<file path="config.mk">
export PLATFORM = sky130hd
export DESIGN_NAME = posit_round_norm
export DESIGN_NICKNAME = d
export VERILOG_FILES = /design/src/rtl/posit_pkg.sv /design/src/rtl/posit_round_bits.sv /design/src/rtl/posit_round_norm.sv
export SDC_FILE = /design/constraint.sdc
export NUM_CORES = 1
export LEC_CHECK = 0
export CAP_MARGIN = 5
export CORE_MARGIN = 2
export CORE_UTILIZATION = 57
export CTS_CLUSTER_SIZE = 30
export DETAILED_ROUTE_END_ITERATION = 16
export PLACE_DENSITY = 0.85
export REMOVE_ABC_BUFFERS = 1
export SLEW_MARGIN = 20
export SYNTH_ARGS = -nofsm -noshare
export SYNTH_HDL_FRONTEND = slang
export SYNTH_SLANG_ARGS = --single-unit
</file>
<file path="constraint.sdc">
create_clock -name clk -period 3.88 [get_ports clk]
set_input_delay 0.776 -clock clk [delete_from_list [all_inputs] [get_ports clk]]
set_output_delay 0.776 -clock clk [all_outputs]
set_load 0.05 [all_outputs]
</file>
<file path="src/rtl/posit_pkg.sv">
// posit_pkg: shared definitions for the posit round/normalise stage.
//   - default datapath widths (DEF_IN_W, DEF_OUT_W, DEF_K_W, DEF_ES)
//   - rounding-mode encodings (RND_TRUNC, RND_RNE, RND_AWAY, RND_UP)
//   - FSM state encoding (S_IDLE, S_ROUND, S_NORM, S_DONE)
package posit_pkg;

  localparam int DEF_IN_W  = 64;
  localparam int DEF_OUT_W = 32;
  localparam int DEF_K_W   = 6;
  localparam int DEF_ES    = 3;

  localparam logic [1:0] RND_TRUNC = 2'b00;
  localparam logic [1:0] RND_RNE   = 2'b01;
  localparam logic [1:0] RND_AWAY  = 2'b10;
  localparam logic [1:0] RND_UP    = 2'b11;

  localparam logic [1:0] S_IDLE  = 2'd0;
  localparam logic [1:0] S_ROUND = 2'd1;
  localparam logic [1:0] S_NORM  = 2'd2;
  localparam logic [1:0] S_DONE  = 2'd3;

endpackage

</file>
<file path="src/rtl/posit_round_bits.sv">
// posit_round_bits: combinational rounding-bit extraction and increment decision.
// Ports:
//   low_i    - low IN_W-OUT_W+1 bits of the mantissa (lsb of the kept field and below)
//   mode_i   - rounding mode
//   lsb_o    - least significant kept bit
//   guard_o  - first discarded bit
//   sticky_o - OR of all remaining discarded bits
//   inc_o    - 1 when the kept field must be incremented
module posit_round_bits
  import posit_pkg::*;
#(
  parameter int IN_W  = DEF_IN_W,
  parameter int OUT_W = DEF_OUT_W
) (
  input  logic [IN_W-OUT_W:0] low_i,
  input  logic [1:0]          mode_i,
  output logic                lsb_o,
  output logic                guard_o,
  output logic                sticky_o,
  output logic                inc_o
);

  localparam int T = IN_W - OUT_W;

  assign lsb_o    = low_i[T];
  assign guard_o  = low_i[T-1];
  assign sticky_o = |low_i[T-2:0];

  always_comb begin
    inc_o = 1'b0;
    case (mode_i)
      RND_TRUNC: inc_o = 1'b0;
      RND_RNE:   inc_o = guard_o & (sticky_o | lsb_o);
      RND_AWAY:  inc_o = guard_o;
      RND_UP:    inc_o = guard_o | sticky_o;
      default:   inc_o = 1'b0;
    endcase
  end

endmodule

</file>
<file path="src/rtl/posit_round_norm.sv">
// posit_round_norm: rounds a normalised IN_W-bit mantissa to OUT_W bits, propagates
// the rounding carry into exponent and regime, and saturates at maxpos.
// Ports:
//   clk, rst_n         - clock, async active-low reset
//   start / done       - 4-phase level request / result valid
//   rnd_mode           - 00 trunc, 01 RNE, 10 ties-away, 11 magnitude-up
//   shifted_mantissa, k_out, exp_out, sign_out - operand
//   mantissa_out, k_final, exp_final, sign_final - result (held until next NORM)
// Optional macro POSIT_ROUND_FLAGS_EN adds outputs inexact and saturated.
//
// state   | meaning
// S_IDLE  | wait for start, capture operand and mode
// S_ROUND | register incremented kept field (carry in MSB)
// S_NORM  | apply carry / exponent wrap / saturation, register outputs
// S_DONE  | done=1 until start drops
module posit_round_norm
  import posit_pkg::*;
#(
  parameter int IN_W  = DEF_IN_W,
  parameter int OUT_W = DEF_OUT_W,
  parameter int K_W   = DEF_K_W,
  parameter int ES    = DEF_ES
) (
  input  logic             clk,
  input  logic             rst_n,
  input  logic             start,
  input  logic [1:0]       rnd_mode,
  input  logic [IN_W-1:0]  shifted_mantissa,
  input  logic [K_W-1:0]   k_out,
  input  logic [ES-1:0]    exp_out,
  input  logic             sign_out,
  output logic [OUT_W-1:0] mantissa_out,
  output logic [K_W-1:0]   k_final,
  output logic [ES-1:0]    exp_final,
  output logic             sign_final,
`ifdef POSIT_ROUND_FLAGS_EN
  output logic             inexact,
  output logic             saturated,
`endif
  output logic             done
);

  localparam logic [K_W-1:0] K_MAX = {1'b0, {(K_W-1){1'b1}}};

  logic [1:0]       state_q, state_d;
  logic [IN_W-1:0]  sm_q;
  logic [K_W-1:0]   k_q;
  logic [ES-1:0]    exp_q;
  logic             sign_q;
  logic [1:0]       mode_q;
  logic [OUT_W:0]   rnd_q, rnd_d;
  logic [OUT_W-1:0] mant_q, mant_d;
  logic [K_W-1:0]   kf_q, kf_d;
  logic [ES-1:0]    ef_q, ef_d;
  logic             sf_q;
  logic             done_q;
  logic             sat_d;
  logic             lsb, guard, sticky, inc;
  logic             unused_bits;

  posit_round_bits #(.IN_W(IN_W), .OUT_W(OUT_W)) u_bits (
    .low_i    (sm_q[IN_W-OUT_W:0]),
    .mode_i   (mode_q),
    .lsb_o    (lsb),
    .guard_o  (guard),
    .sticky_o (sticky),
    .inc_o    (inc)
  );

  assign unused_bits = lsb ^ guard ^ sticky;

  // Extra MSB catches the carry out of an all-ones kept field.
  // A zero mantissa never increments, so zero needs no special path.
  assign rnd_d = {1'b0, sm_q[IN_W-1:IN_W-OUT_W]} + {{OUT_W{1'b0}}, inc};

  always_comb begin
    mant_d = rnd_q[OUT_W-1:0];
    ef_d   = exp_q;
    kf_d   = k_q;
    sat_d  = 1'b0;
    if (rnd_q[OUT_W]) begin
      mant_d = {1'b1, {(OUT_W-1){1'b0}}};
      if (exp_q != {ES{1'b1}}) begin
        ef_d = exp_q + 1'b1;
      end else if (k_q != K_MAX) begin
        ef_d = '0;
        kf_d = k_q + 1'b1;
      end else begin
        mant_d = '1;
        ef_d   = '1;
        kf_d   = K_MAX;
        sat_d  = 1'b1;
      end
    end
  end

  always_comb begin
    state_d = state_q;
    case (state_q)
      S_IDLE:  if (start) state_d = S_ROUND;
      S_ROUND: state_d = S_NORM;
      S_NORM:  state_d = S_DONE;
      S_DONE:  if (!start) state_d = S_IDLE;
      default: state_d = S_IDLE;
    endcase
  end

  always_ff @(posedge clk or negedge rst_n) begin
    if (!rst_n) begin
      state_q <= S_IDLE;
      sm_q    <= '0;
      k_q     <= '0;
      exp_q   <= '0;
      sign_q  <= 1'b0;
      mode_q  <= '0;
      rnd_q   <= '0;
      mant_q  <= '0;
      kf_q    <= '0;
      ef_q    <= '0;
      sf_q    <= 1'b0;
      done_q  <= 1'b0;
    end else begin
      state_q <= state_d;
      case (state_q)
        S_IDLE: if (start) begin
          sm_q   <= shifted_mantissa;
          k_q    <= k_out;
          exp_q  <= exp_out;
          sign_q <= sign_out;
          mode_q <= rnd_mode;
        end
        S_ROUND: rnd_q <= rnd_d;
        S_NORM: begin
          mant_q <= mant_d;
          kf_q   <= kf_d;
          ef_q   <= ef_d;
          sf_q   <= sign_q;
          done_q <= 1'b1;
        end
        S_DONE: if (!start) done_q <= 1'b0;
        default: ;
      endcase
    end
  end

`ifdef POSIT_ROUND_FLAGS_EN
  logic inex_rnd_q, inexact_q, saturated_q;

  always_ff @(posedge clk or negedge rst_n) begin
    if (!rst_n) begin
      inex_rnd_q  <= 1'b0;
      inexact_q   <= 1'b0;
      saturated_q <= 1'b0;
    end else begin
      if (state_q == S_ROUND) inex_rnd_q <= guard | sticky;
      if (state_q == S_NORM) begin
        inexact_q   <= inex_rnd_q;
        saturated_q <= sat_d;
      end
    end
  end

  assign inexact   = inexact_q;
  assign saturated = saturated_q;
`endif

  assign mantissa_out = mant_q;
  assign k_final      = kf_q;
  assign exp_final    = ef_q;
  assign sign_final   = sf_q;
  assign done         = done_q;

endmodule

</file>
# Word level (Yosys, flattened, before mapping)

Cells that the tools add are included.

Flip-flop bits (word level): 154
Bits of input ports: 79
Output and inout bits: 43
Word-level logic and storage cells: 50

$add $sub $neg: 3
Equality and inequality tests: 10
Muxes and demuxes: 15
Bitwise gates (word level): 3
Reductions and logical operators: 7

Operators with widths:

| operator                                                                | count |
|---|---|
| 31-bit 2-to-1 mux                                                       | 2 |
| 32-bit by 1-bit adder with 33-bit output                                | 1 |
| 32-bit 2-to-1 mux                                                       | 1 |
| 31-bit OR reduction                                                     | 1 |
| 6-bit 2-to-1 mux                                                        | 3 |
| 3-bit 2-to-1 mux                                                        | 3 |
| 2-bit == test, second input constant                                    | 4 |
| 2-bit case mux with 4 select lines                                      | 1 |
| 6-bit by 1-bit adder with 6-bit output, second input constant           | 1 |
| 6-bit by 5-bit inequality test with 1-bit output, second input constant | 1 |
| 2-bit AND reduction                                                     | 3 |
| 2-bit by 1-bit == test with 1-bit output, second input constant         | 2 |
| 2-bit logical NOT                                                       | 2 |
| 2-bit 2-to-1 mux                                                        | 2 |
| 2-bit inequality test, second input constant                            | 2 |
| 1-bit case mux with 4 select lines                                      | 1 |
| 3-bit by 1-bit adder with 3-bit output, second input constant           | 1 |
| 3-bit inequality test, second input constant                            | 1 |
| 1-bit bitwise OR                                                        | 2 |
| 1-bit case mux with 2 select lines                                      | 1 |
| 2-bit nonzero test                                                      | 1 |
| 1-bit bitwise AND                                                       | 1 |
| 1-bit 2-to-1 mux                                                        | 1 |

# Longest topological paths before layout

Word-level depth: 5
Mapped depth: 10
Gate-level depth less buffers: 9

# Cells and area by module

A second synthesis with hierarchy kept.

Cells, all modules: 611
Area, all modules: 6831.6 sq um

Modules (own cells, without submodules):

| module           | instances | cells each | area an instance (sq um) | seq. area each (sq um) |
|---|---|---|---|---|
| posit_round_norm | 1         | 594        | 6717.7                   | 3853.7 |
| posit_round_bits | 1         | 17         | 113.9                    | 0.0 |

# Least setup slack after synthesis

No wires, ideal clock.

Path kind: flip-flop to flip-flop
From: register sm_q[9]
To: register rnd_q[26]
Setup time: 0.131 ns
Arrival time: 2.398 ns
Required time: 3.749 ns
Setup slack: 1.351 ns
Cell stages (with the launch flop): 11
Path buffers: 1
Clock period less this slack: 2.529 ns
Cell sequence: dfrtp_1 -> nor4_1 -> nand4_1 -> o31a_1 -> maj3_1 -> ha_1 -> and4_1 -> buf_2 -> nand3_1 -> nor3_1 -> or3_1

Longest elaborated chain between the ends: 5
Elaborated cells between the ends (all ways): 6
Classes of those cells: 1 x add/sub; 1 x mux; 3 x bitwise; 1 x reduce/logical

Ends and longest elaborated chain:

| element                                    | line                    | RTL |
|---|---|---|
| start: declaration                         | posit_round_norm.sv:46  | `logic [IN_W-1:0] sm_q;` |
| start signal: assignment                   | posit_round_norm.sv:126 | `sm_q <= shifted_mantissa;` |
| 31-bit OR reduction *                      | posit_round_bits.sv:27  | `assign sticky_o = \|low_i[T-2:0];` |
| 1-bit bitwise OR                           | posit_round_bits.sv:33  | `RND_RNE: inc_o = guard_o & (sticky_o \| lsb_o);` |
| 1-bit bitwise AND                          | posit_round_bits.sv:33  |  |
| 1-bit case mux with 4 select lines *       | posit_round_bits.sv:31  | `case (mode_i)` |
| 32-bit by 1-bit adder with 33-bit output * | posit_round_norm.sv:74  | `assign rnd_d = {1'b0, sm_q[IN_W-1:IN_W-OUT_W]} + {{OUT_W{1'b0}}, inc};` |
| end signal: assignment                     | posit_round_norm.sv:132 | `S_ROUND: rnd_q <= rnd_d;` |
| end: declaration                           | posit_round_norm.sv:51  | `logic [OUT_W:0] rnd_q, rnd_d;` |

Mark *: on every way between the ends. The rest lies on a longest branch, timed or not.
A chain may end at the register's enable or synchronous reset.

# Worst setup path after layout

From: register sm_q[29]
To: register rnd_q[26]

The elaborated chain is that of the path after synthesis.

==> impl_metrics.yaml <==
route:
  routedWlPerCell_um: 18.5
  drc: 0
  ant_nets: 0
  wirelength_um: 15800
  routed_via_density: 5.91
  routed-via-count: 5047
  drt_iter0_markers: 338
  dr.pass1.iters: 5
finish:
  final_cell_mix: "dfrtp_1, clkdlybuf4s50_1, mux2_2"
  final_cells: 854
  nNetsFinal: 783
  antenna_cells: 0
  syn2layout_area_growth_pct: 28.5
  drive_above_1_share_pct: 18.0
  layout_commonest_cell: "dfrtp_1"
  design_area_mm2: 0.00890
global_routing:
  grt_pass1_vias: 5254
  track_usage_pct: 25.9
  grt_pass1_wl_um: 26000
  grt_overflow: 0
  grt_start_max_net_pins: 100
  antenna_found_initial: 0
die:
  start_util_pct: 58.1
  die_y_um: 114
  core-area_mm2: 0.0119
  boundaryPins: 122
  rows: 40
  die_x_um: 114
  die-area_mm2: 0.0130
setup_path:
  startpoint_type: "flip-flop"
  worstSetupEndpointType: "flip-flop"
  worstSetupPathType: "flip-flop to flip-flop"
  crit_required_ns: 4.19
  crit_arrival_ns: 3.12
  crit_fanout: 8
power:
  peakVddDrop_mv: 0.534
  p_sw_w: 0.00324
  clockPowerShare_pct: 21.1
  seqPwrFrac_pct: 37.1
  p_comb_share_pct: 41.9
  swShare_pct: 38.8
  powerDensity_mw_per_mm2: 938
  p_int_w: 0.00511
  p_leak_nw: 3.65
clock_tree:
  cts_setup_buffers: 0
  clockBufferDepth: 2
  clock-sinks: 154
  htreeDepth: 4
  cts_resized: 0
  path_clk_slew_ns: 0.06
  cts_tree: "yes"
  cts_hold_repair.buffers: 0
  clk_latency_ns: 0.43
  root_buffer: "clkbuf_16"
  cts_buffers: 17
timing:
  min_period_ns: 2.81
  setup_ws_ns: 1.07
  setup_tns_ns: 0
  fmax_ghz: 0.356
  slew_violations: 0
  clock_skew_ns: 0.00881
  worst_pin_slew_ns: 0.982
  period_share_pct: 72.4
  relSlewSlack_pct: 34.0
  hold_viol_final: 0
  rsz0062_at_grt: "no"
  setup_viol_count_final: 0
logic_synthesis:
  synthesis.instances: 582
  ys_seq_area_share_pct: 55.6
  synth_ff_type: "dfrtp_1"
  ys_warn_count: 0
  postSynthAreaPerCell_um2: 11.9
  synth_area_mm2: 0.00693
  ys_seq_elements: 154
  synth_edf_count: 0
  synth-async-reset-ratio_pct: 100
  synthDistinctLibCells: 50
status:
  status: "finished, final reports clean"
min_path:
  hp-class: "primary input to async pin"
placement:
  dp_hpwl_um: 10600
  gp_congestion: 0.841
  place_worst_setup_slack_ns: 1.07
  placed_cells: 822
  postPlaceCellArea_mm2: 0.00827
  port_buffers: 121
run:
  cap_violations: 0
[synthesized netlist by cell type (2+ instances only)]
| master | instances | area [um^2] |
|---|---|---|
| a211o_1 | 3 | 26.3 |
| a21o_1 | 3 | 22.5 |
| a21oi_1 | 18 | 90.1 |
| a31oi_1 | 8 | 50.1 |
| and2_1 | 3 | 18.8 |
| and3_1 | 9 | 56.3 |
| and4_1 | 3 | 26.3 |
| buf_1 | 4 | 15.0 |
| buf_2 | 3 | 15.0 |
| clkbuf_1 | 27 | 101 |
| dfrtp_1 | 154 | 3850 |
| ha_1 | 10 | 125 |
| inv_1 | 8 | 30.0 |
| mux2_2 | 81 | 912 |
| nand2_1 | 23 | 86.3 |
| nand2b_1 | 7 | 43.8 |
| nand3_1 | 17 | 85.1 |
| nand4_1 | 19 | 119 |
| nor2_1 | 31 | 116 |
| nor2b_1 | 32 | 200 |
| nor3_1 | 5 | 25.0 |
| nor4_1 | 12 | 75.1 |
| o211ai_1 | 6 | 45.0 |
| o21ai_0 | 9 | 45.0 |
| o22a_1 | 37 | 324 |
| o22ai_1 | 2 | 12.5 |
| o311ai_0 | 2 | 17.5 |
| or3_1 | 6 | 37.5 |
| or4_1 | 5 | 37.5 |
| xnor2_1 | 6 | 52.6 |
| xor2_1 | 10 | 87.6 |
[worst max-delay path: stages, from the launching register on]
cell and delay, ns:
dfrtp_1 0.38, nor4_1 0.33, nand4_1 0.17, o31a_1 0.31, maj3_1 0.38, ha_1 0.22
and4_1 0.32, nand3_1 0.17, nor3_1 0.07, or3_1 0.34
[power groups by stage]
stage	registers [W]	clock network (W)	logic, W
after global routing	0.00319	0.00184	0.00377
after global placement	0.00303	0	0.00336
final	0.00309	0.00176	0.00350
after detailed placement	0.00309	0	0.00349
after floorplan	0.00365	0	0.00179
after CTS	0.00308	0.00178	0.00352
[metrics by stage]
step	utilization (%)	hold slack (ns)	power (W)
2_1_floorplan	-	0.441	0.00544
3_3_place_gp	69.5	0.458	0.00639
3_5_place_dp	69.5	0.466	0.00658
4_1_cts	74.7	0.472	0.00838
5_1_grt	74.7	0.512	0.00880
6_report	74.7	0.441	0.00835
[cell families (layout without fill, tap and decap cells)]
| family | count (synthesis) | count (layout) | synth area share [%] |
|---|---|---|---|
| multiplexers | 82 | 82 | 13.3 |
| flip-flops | 154 | 154 | 55.6 |
| buffers and inverters | 44 | 169 | 2.55 |
| AND/OR/NAND/NOR | 178 | 178 | 14.2 |
| adder cells (fa/ha/maj) | 11 | 11 | 1.95 |
| XOR/XNOR | 16 | 16 | 2.02 |
| AO/OA/AOI/OAI | 97 | 97 | 10.3 |
[area by class of cell]
cell class | instances | area [um^2]
clock buffer | 21 | 460
clock inverter | 11 | 169
fill | 828 | 3010
inverter | 9 | 33.8
multi-input combinational | 384 | 2910
sequential | 154 | 3850
tap | 147 | 184
timing repair buffer | 128 | 1290
[sequential cells by signal, indices dropped and copies added (netlist names)]
signal,cells
done,1
exp_final,3
exp_q,3
k_final,6
k_q,6
mantissa_out,32
mode_q,2
rnd_q,33
sign_final,1
sign_q,1
sm_q,64
state_q,2
[path summary, 6_finish.rpt]
check	start	end	slack [ns]	cells after the start
worst max-delay path	sm_q[29]	rnd_q[26]	1.07	9
worst min-delay path	rst_n	done	0.44	1
worst max register to register	sm_q[29]	rnd_q[26]	1.07	9
worst min register to register	rnd_q[19]	rnd_q[19]	0.48	2
max in group asynchronous	rst_n	sm_q[56]	2.66	2
min in group clk	rnd_q[19]	rnd_q[19]	0.48	2
[routing by layer]
| layer | part of all wire [%] | up-vias | track usage, % |
|---|---|---|---|
| li1 | - | 2349 | - |
| met1 | 42 | 2488 | 31.4 |
| met2 | 49 | 181 | 42.5 |
| met3 | 7.3 | 29 | 9.26 |
| met4 | 2.0 | 0 | 10.6 |
| met5 | 0 | - | 0 |
(Power assumes the default switching activity.)
